--- src/rtl/ocm_stream_reader.sv ---
// rtl/ocm_stream_reader.sv - read-side DMA engine streaming on-chip memory words
//
// Purpose: accepts a (start word address, word count) command, issues
// back-to-back reads on the s2 port of the on-chip memory, absorbs the fixed
// read latency in a small credit-managed return FIFO and presents the words as
// a valid/ready stream with end-of-packet marking.
//
// Ports:
//   clk_clk, reset_reset            single clock, synchronous active-high reset
//   cmd_valid/cmd_ready             command handshake (ready only in IDLE)
//   cmd_addr, cmd_len               start word address, word count 0..2^ADDR_W
//   mem_address, mem_chipselect     read address / one-cycle read strobe
//   mem_clken, mem_write            constant 1 / constant 0
//   mem_writedata, mem_byteenable   constant 0 / constant all-ones
//   mem_readdata                    read data, READ_LATENCY cycles after issue
//   out_valid/out_ready             stream handshake
//   out_data, out_last              stream word, final word of the command
//   busy, done                      command in progress, one-cycle completion pulse

module ocm_stream_reader #(
  parameter int ADDR_W       = 14,
  parameter int DATA_W       = 64,
  parameter int READ_LATENCY = 1,
  parameter int FIFO_DEPTH   = 4
) (
  input  logic                  clk_clk,
  input  logic                  reset_reset,
  input  logic                  cmd_valid,
  output logic                  cmd_ready,
  input  logic [ADDR_W-1:0]     cmd_addr,
  input  logic [ADDR_W:0]       cmd_len,
  output logic [ADDR_W-1:0]     mem_address,
  output logic                  mem_chipselect,
  output logic                  mem_clken,
  output logic                  mem_write,
  output logic [DATA_W-1:0]     mem_writedata,
  output logic [DATA_W/8-1:0]   mem_byteenable,
  input  logic [DATA_W-1:0]     mem_readdata,
  output logic                  out_valid,
  input  logic                  out_ready,
  output logic [DATA_W-1:0]     out_data,
  output logic                  out_last,
  output logic                  busy,
  output logic                  done
);

  localparam int PTR_W = $clog2(FIFO_DEPTH);
  localparam int CNT_W = PTR_W + 1;
  localparam int LEN_W = ADDR_W + 1;
  localparam logic [CNT_W:0] DEPTH_L = (CNT_W + 1)'(FIFO_DEPTH);

  typedef enum logic [1:0] {
    S_IDLE  = 2'd0,
    S_RUN   = 2'd1,
    S_DRAIN = 2'd2,
    S_FIN   = 2'd3
  } state_t;

  state_t state, state_next;

  logic [ADDR_W-1:0]       addr_q;
  logic [LEN_W-1:0]        issue_rem;
  logic [LEN_W-1:0]        beats_rem;
  logic [READ_LATENCY-1:0] tag_pipe;
  logic [CNT_W-1:0]        in_flight;
  logic [CNT_W-1:0]        fifo_count;
  logic [PTR_W-1:0]        wr_ptr;
  logic [PTR_W-1:0]        rd_ptr;
  logic [DATA_W-1:0]       fifo_mem [FIFO_DEPTH];

  logic              accept;
  logic              issue;
  logic              push;
  logic              pop;
  logic              credit_ok;
  logic [CNT_W:0]    credit_used;

  // Constant memory-port controls: read-only, all lanes, clock always enabled.
  assign mem_clken      = 1'b1;
  assign mem_write      = 1'b0;
  assign mem_writedata  = '0;
  assign mem_byteenable = '1;
  assign mem_address    = addr_q;
  assign mem_chipselect = issue;

  // A read may only issue if its returned word is guaranteed a FIFO slot:
  // every word in flight or already buffered holds one credit.
  assign credit_used = {1'b0, in_flight} + {1'b0, fifo_count};
  assign credit_ok   = credit_used < DEPTH_L;

  assign push      = tag_pipe[READ_LATENCY-1];
  assign out_valid = fifo_count != '0;
  assign pop       = out_valid & out_ready;
  assign out_data  = fifo_mem[rd_ptr];
  assign out_last  = out_valid & (beats_rem == LEN_W'(1));
  assign accept    = cmd_valid & cmd_ready;

  always_ff @(posedge clk_clk) begin
    if (reset_reset) begin
      state <= S_IDLE;
    end else begin
      state <= state_next;
    end
  end

  always_comb begin
    state_next = state;
    cmd_ready  = 1'b0;
    busy       = 1'b0;
    done       = 1'b0;
    issue      = 1'b0;
    case (state)
      S_IDLE: begin
        cmd_ready = ~reset_reset;
        if (cmd_valid && !reset_reset) begin
          state_next = (cmd_len == '0) ? S_FIN : S_RUN;
        end
      end
      S_RUN: begin
        busy  = 1'b1;
        issue = (issue_rem != '0) && credit_ok;
        if (issue && issue_rem == LEN_W'(1)) begin
          state_next = S_DRAIN;
        end
      end
      S_DRAIN: begin
        busy = 1'b1;
        if (pop && beats_rem == LEN_W'(1)) begin
          state_next = S_FIN;
        end
      end
      S_FIN: begin
        done       = 1'b1;
        state_next = S_IDLE;
      end
      default: state_next = S_IDLE;
    endcase
  end

  // Command bookkeeping: issue address/count and stream beat count.
  always_ff @(posedge clk_clk) begin
    if (reset_reset) begin
      addr_q    <= '0;
      issue_rem <= '0;
      beats_rem <= '0;
    end else if (accept) begin
      addr_q    <= cmd_addr;
      issue_rem <= cmd_len;
      beats_rem <= cmd_len;
    end else begin
      if (issue) begin
        // Natural ADDR_W-bit overflow gives the modulo-2^ADDR_W wrap.
        addr_q    <= addr_q + ADDR_W'(1);
        issue_rem <= issue_rem - LEN_W'(1);
      end
      if (pop) begin
        beats_rem <= beats_rem - LEN_W'(1);
      end
    end
  end

  // Latency tag pipe and in-flight counter. Clearing the pipe on reset is what
  // keeps reads issued before reset from landing in the FIFO afterwards.
  always_ff @(posedge clk_clk) begin
    if (reset_reset) begin
      tag_pipe  <= '0;
      in_flight <= '0;
    end else begin
      tag_pipe[0] <= issue;
      for (int i = 1; i < READ_LATENCY; i++) begin
        tag_pipe[i] <= tag_pipe[i-1];
      end
      case ({issue, push})
        2'b10:   in_flight <= in_flight + CNT_W'(1);
        2'b01:   in_flight <= in_flight - CNT_W'(1);
        default: in_flight <= in_flight;
      endcase
    end
  end

  // Return FIFO control. Push and pop in the same cycle leave the count alone.
  always_ff @(posedge clk_clk) begin
    if (reset_reset) begin
      wr_ptr     <= '0;
      rd_ptr     <= '0;
      fifo_count <= '0;
    end else begin
      if (push) begin
        wr_ptr <= wr_ptr + PTR_W'(1);
      end
      if (pop) begin
        rd_ptr <= rd_ptr + PTR_W'(1);
      end
      case ({push, pop})
        2'b10:   fifo_count <= fifo_count + CNT_W'(1);
        2'b01:   fifo_count <= fifo_count - CNT_W'(1);
        default: fifo_count <= fifo_count;
      endcase
    end
  end

  // Storage has no reset; validity is tracked entirely by the pointers/count.
  // The head entry is a register, so out_data holds while the stream stalls.
  always_ff @(posedge clk_clk) begin
    if (push && !reset_reset) begin
      fifo_mem[wr_ptr] <= mem_readdata;
    end
  end

endmodule

--- config.mk ---
export PLATFORM = sky130hd
export DESIGN_NAME = ocm_stream_reader
export DESIGN_NICKNAME = d
export VERILOG_FILES = /design/src/rtl/ocm_stream_reader.sv
export SDC_FILE = /design/constraint.sdc
export NUM_CORES = 1
export LEC_CHECK = 0
export BUFFER_PORTS_ARGS = -buffer_cell sky130_fd_sc_hd__buf_4
export CORE_MARGIN = 2
export CORE_UTILIZATION = 59
export DETAILED_ROUTE_END_ITERATION = 16
export GPL_ROUTABILITY_DRIVEN = 0
export PLACE_DENSITY = 0.94
export SETUP_SLACK_MARGIN = 0.05
export SLEW_MARGIN = 5
export SYNTH_ARGS = -nofsm -noshare
export SYNTH_HDL_FRONTEND = slang
export SYNTH_SLANG_ARGS = --single-unit
--- constraint.sdc ---
create_clock -name clk_clk -period 5.3 [get_ports clk_clk]
set_clock_uncertainty 0.15 [all_clocks]
set_input_delay 0.53 -clock clk_clk [delete_from_list [all_inputs] [get_ports clk_clk]]
set_output_delay 0.53 -clock clk_clk [all_outputs]
set_load 0.01 [all_outputs]
==> impl_metrics.py, run 1 <==
metrics = {
    "clock_tree": {
        "cts_root_buf": "clkbuf_16",
        "cts_buffer_depth": 3,
        "cts_tree": "yes",
        "cts-buffers-inserted": 30,
        "clk_latency_ns": 0.54,
        "path_clk_slew_ns": 0.06,
        "cts_resized": 0,
        "cts_setup_buffers": 0,
        "h-tree-depth": 1,
        "hold_buffers": 0,
        "cts_sinks": 315,
    },
    "run_status": {
        "outcome": "complete, no violations",
    },
    "detailed_routing": {
        "totalWireLength_um": 25500,
        "drtAntennaViolNets": 0,
        "wl_per_cell_um": 20.1,
        "dr_total_vias": 7132,
        "drc_errors": 0,
        "dr.pass1.iters": 4,
        "viasPerCell": 5.62,
        "drt_first_iter_violations": 487,
    },
    "cells_and_area": {
        "mostFrequentLayoutCells": "edfxtp_1 (256), buf_4 (190), conb_1 (74)",
        "area_delta_synth_final_pct": 18.1,
        "fin_cells": 1270,
        "nFillCells": 1317,
        "insertedDiodeCount": 0,
        "drive_above_1_share_pct": 31.1,
        "multiInputGateArea_um2": 3610,
        "final_common_cell": "edfxtp_1",
        "fin_nets": 1087,
        "stdcell_area_um2": 15300,
        "seq_area_um2": 8870,
    },
    "place": {
        "place_hpwl_um": 16500,
        "placed_cell_area_um2": 14300,
        "pre_cts_slack_ns": 1.72,
        "port_buffers": 180,
        "placedCellCount": 1219,
    },
    "power": {
        "swShare_pct": 27.1,
        "power_frac_clock_pct": 31.8,
        "leakage_nw": 5.34,
        "power_density_nw_per_um2": 432,
        "p_switching_mw": 1.79,
        "power_frac_seq_pct": 45.4,
        "p_int_mw": 4.83,
        "power_mw": 6.62,
        "p_comb_share_pct": 22.7,
        "ir_worst_vdd_v": 0.000288,
    },
    "sta": {
        "max_slew.worst_pin.slew_ns": 1.07,
        "max_slew_margin_pct": 28.6,
        "maxSlewViolCount": 0,
        "max_freq_mhz": 272,
        "fin_setup_tns_ns": 0,
        "rsz0062_at_grt": "false",
        "timing.final.ws_setup_ns": 1.63,
        "finalCritPeriodShare_pct": 69.3,
        "finalHoldViolations": 0,
        "fin_crit_ns": 3.67,
        "setup_viol": 0,
    },
    "logic_synthesis": {
        "ys_warn_count": 0,
        "synth_area_leaders": "edfxtp_1 (59%), mux4_2 (11%), dfxtp_1 (9.1%)",
        "synth-async-reset-ratio_pct": 0,
        "yosysTopAreaCell": "edfxtp_1",
        "synth_cells": 783,
        "synth_ff_type": "edfxtp_1",
        "syn_area_um2": 13000,
        "synth_edf_count": 256,
        "avgSynthCellArea_um2": 16.5,
        "synth_cell_type_count": 47,
        "synth.yosys.seq_area_share_pct": 68.4,
        "ys_ff_latch": 315,
        "synth_top_area_share_pct": 59.3,
    },
    "setup_path": {
        "worstPathRequired_ns": 4.62,
        "cp_max_fo": 23,
        "cp-end-kind": "output port",
        "cp_data_arrival_time_ns": 2.99,
        "crit_path_start_kind": "register",
        "crit_type": "reg -> out",
    },
    "min_path": {
        "hold_class": "in -> reg",
    },
    "global_routing": {
        "grt_max_degree": 47,
        "grt_pass1_wl_um": 39300,
        "grt_usage_pct": 21.5,
        "grt_pass1_vias": 7203,
        "grt.overflow.total": 0,
        "antenna_found_initial": 1,
    },
    "floorplanning": {
        "coreArea_um2": 21700,
        "die_h_um": 152,
        "die_x_um": 152,
        "rows": 54,
        "ioPinCount": 255,
        "die_area_um2": 23200,
        "start_util_pct": 59.7,
    },
    "job": {
        "cap_violations": 0,
    },
}
## critical path: stages, from the launching register on
cell     delay, ns
dfxtp_1       0.32
inv_1         0.10
ha_1          0.21
nor3b_1       0.37
and4_1        0.72
or2_1         0.34
inv_1         0.20
buf_4         0.19
## worst paths after layout
path | startpoint | slack [ns] | cells after the start | to
worst max-delay path | issue_rem[1] | 1.63 | 7 | mem_chipselect
worst max register to register | issue_rem[1] | 1.67 | 11 | in_flight[2]
worst min-delay path | mem_readdata[55] | 0.04 | 1 | fifo_mem[2][55]
worst min register to register | issue_rem[14] | 0.32 | 2 | issue_rem[14]
## Yosys cell counts, types with 11 or more instances
library cell and number:
edfxtp_1 256, buf_4 74, mux4_2 64, dfxtp_1 59, nor2_1 34, xnor2_1 34, a21oi_1 31, clkbuf_1 20
ha_1 17, inv_1 17, nand2_1 15, nor3_1 14, nor4_1 14, o21bai_1 13, nand3_1 12, a211oi_1 11
## area by class of cell
cell class,count,area share (%)
clock inverter,18,1.28
sequential,315,58.0
inverter,18,0.441
clock buffer,33,5.12
timing repair buffer,190,9.32
tap,280,2.29
multi-input combinational,416,23.6
## power groups by stage
stage	sequential, mW	clock (mW)	combinational [mW]
final	3.01	2.11	1.50
after global placement	3.04	0	1.46
after detailed placement	3.06	0	1.49
after CTS	3.01	2.14	1.51
after global routing	3.03	2.23	1.64
after floorplan	3.03	0	1.04
## per-stage QoR
stage / hold WS, ns / utilization [%]
floorplan: 0.298 / -
global placement: 0.312 / 66.1
detailed placement: 0.315 / 66.1
CTS: 0.0226 / 70.6
global route: 0.0286 / 70.6
finish: 0.0431 / 70.6
## metal layers
layer / share of wire [%] / global-route usage, % / wire length (um)
met3: 7.2 / 3.50 / 1830
met4: 2.6 / 6.36 / 675
met2: 51 / 37.3 / 13200
met5: 0.039 / 0 / 10
met1: 39 / 28.5 / 9870
## flip-flops by register name, summed over array words and instances (netlist names), named ones only
| signal | count |
|---|---|
| issue_rem | 15 |
| beats_rem | 15 |
| mem_address | 14 |
| wr_ptr | 2 |
| state | 2 |
| rd_ptr | 2 |
| fifo_mem | 256 |
| fifo_count | 3 |
| in_flight | 3 |
| push | 1 |
## kinds of logic (layout without fill, tap and decap cells)
group | Yosys count | count (layout) | synth area share (%)
flip-flops | 315 | 315 | 68.4
AND/OR/NAND/NOR | 140 | 140 | 6.00
buffers and inverters | 124 | 259 | 5.82
AO/OA/AOI/OAI | 76 | 76 | 3.69
multiplexers | 65 | 65 | 11.2
XOR/XNOR | 42 | 42 | 2.84
adder cells (fa/ha/maj) | 19 | 19 | 1.95
other | 2 | 74 | 0.0580
No activity file was read; power rests on OpenSTA's default activity.
==> run 2, diff against run 1 <==
CORE_UTILIZATION = 55   (was 59)
PLACE_DENSITY = 0.89   (was 0.94)
clock period = 3.7 ns   (was 5.3 ns; I/O delays follow)
==> run 2 against run 1 <==
Register-to-register slack got worse by 1.1 ns. Setup slack worse by 1.1 ns. Routed wire length rose by 15%. Non-clock buffer count rose by 82. First-iteration DRC count increased by 22%. Clock-buffer cell count rose by 2. Critical path depth down 1. Sequential share of layout area shrank 3.5 points.
==> impl_metrics.py, run 2 (synthesis gave the netlist of run 1 again) <==
metrics = {
    "setup_path": {
        "cp-end-kind": "output port",
        "critPathLaunch": "in_flight[2]",
        "rr_startpoint": "issue_rem[0]",
        "cp_data_arrival_time_ns": 2.67,
        "cp_max_fo": 11,
        "crit_type": "reg -> out",
        "crit_path_start_kind": "register",
        "worstPathRequired_ns": 3.18,
    },
    "cells_and_area": {
        "drive_above_1_share_pct": 29.2,
        "mostFrequentLayoutCells": "edfxtp_1 (256), buf_4 (186), dlygate4sd3_1 (80)",
        "final_common_cell": "edfxtp_1",
        "largest_register": "fifo_mem",
        "largest_reg_flops": 256,
        "seq_area_um2": 8870,
        "area_delta_synth_final_pct": 25.6,
        "fin_nets": 1170,
        "reg_top3": "fifo_mem (256), beats_rem (15), issue_rem (15)",
        "multiInputGateArea_um2": 3610,
        "nFillCells": 1434,
    },
    "floorplanning": {
        "die_h_um": 157,
        "coreArea_um2": 23300,
        "start_util_pct": 55.5,
        "ioPinCount": 255,
        "rows": 56,
        "die_x_um": 157,
        "die_area_um2": 24800,
    },
    "sta": {
        "maxSlewViolCount": 0,
        "finalCritPeriodShare_pct": 86.1,
        "max_slew.worst_pin.slew_ns": 0.712,
        "rsz0062_at_grt": "false",
        "finalHoldViolations": 0,
        "max_freq_mhz": 314,
        "whs_ns": 0.0164,
        "fin_setup_tns_ns": 0,
        "fin_crit_ns": 3.19,
        "setup_viol": 0,
        "max_slew_margin_pct": 52.5,
    },
    "global_routing": {
        "grt_usage_pct": 23.1,
        "antenna_found_initial": 3,
        "grt.overflow.total": 0,
        "grt_max_degree": 65,
        "grt_pass1_wl_um": 43000,
        "grt_pass1_vias": 7716,
    },
    "power": {
        "ir_worst_vdd_v": 0.000371,
        "leakage_nw": 5.70,
        "power_density_nw_per_um2": 595,
    },
    "min_path": {
        "hold_class": "in -> reg",
        "worstHoldStart": "cmd_len[5]",
    },
    "place": {
        "port_buffers": 180,
        "place_hpwl_um": 16400,
    },
    "clock_tree": {
        "cts_root_buf": "clkbuf_16",
        "cts_sinks": 315,
        "clk_latency_ns": 0.54,
        "cts-buffers-inserted": 31,
        "path_clk_slew_ns": 0.06,
        "h-tree-depth": 1,
        "cts_tree": "yes",
        "cts_buffer_depth": 3,
    },
    "detailed_routing": {
        "totalWireLength_um": 29300,
        "dr_total_vias": 7598,
        "drt_first_iter_violations": 595,
        "drc_errors": 0,
        "drtAntennaViolNets": 0,
        "wl_per_cell_um": 21.0,
        "dr.pass1.iters": 7,
        "viasPerCell": 5.43,
    },
    "job": {
        "cap_violations": 0,
    },
    "run_status": {
        "outcome": "complete, no violations",
    },
}
run 2: cell types whose count changed in the layout (fill, tap and decap cells not counted), sizes merged:
cell,before,now
buf,190,192
clkbuf,33,35
clkinv,14,13
clkinvlp,1,5
diode,0,2
dlygate4sd3,0,80
run 2: critical path: stages (launching register included):
cell and delay, ns:
dfxtp_1 0.33, ha_1 0.30, nor3_2 0.27, nand3_1 0.35, or2_1 0.46, inv_1 0.24, buf_4 0.17
run 2: stage by stage:
stage               worst slack (ns)  power (mW)  instance area (um^2)  util (%)  cells
floorplan                      0.893        5.83                 13200         -    855
global placement               0.826        6.49                 14500      62.0   1260
detailed placement             0.671        6.55                 14500      62.0   1260
CTS                            0.531        9.70                 16300      69.7   1396
global route                   0.298        10.1                 16300      69.8   1398
finish                         0.514        9.69                 16300      69.8   1398
run 2: timing repair:
| item | 4_1_cts | 5_1_grt |
|---|---|---|
| endpoints found under the hold margin | 272 | 0 |
| buffers inserted | 0 | 0 |
| gates resized for setup | 0 | 0 |
| hold buffers | 80 | 0 |
run 2: final timing paths:
| kind | endpoint | slack [ns] | cells past startpoint |
|---|---|---|---|
| setup / recovery | mem_chipselect | 0.51 | 6 |
| hold / removal | beats_rem[5] | 0.02 | 3 |
| setup reg to reg | in_flight[2] | 0.61 | 11 |
| hold reg to reg | issue_rem[14] | 0.35 | 2 |
run 2: power by group:
part           internal (mW)  switching (mW)  total, mW
Sequential              4.09           0.271       4.36
Clock                   1.81            1.26       3.07
Combinational           1.12            1.14       2.26
run 2: area by class of cell:
cell class                 instances  area share (%)
timing repair buffer             272            14.2
sequential                       315            54.5
inverter                          18           0.415
tap                              319            2.45
antenna                            2          0.0307
clock buffer                      35            4.86
multi-input combinational        416            22.2
clock inverter                    21            1.31
run 2: per-layer routing:
layer	global-route usage [%]	routed length (um)	vias up
met4	8.44	960	2
met5	0	13	-
li1	-	-	3411
met1	27.5	10600	3746
met2	41.4	15300	375
met3	4.74	2400	64
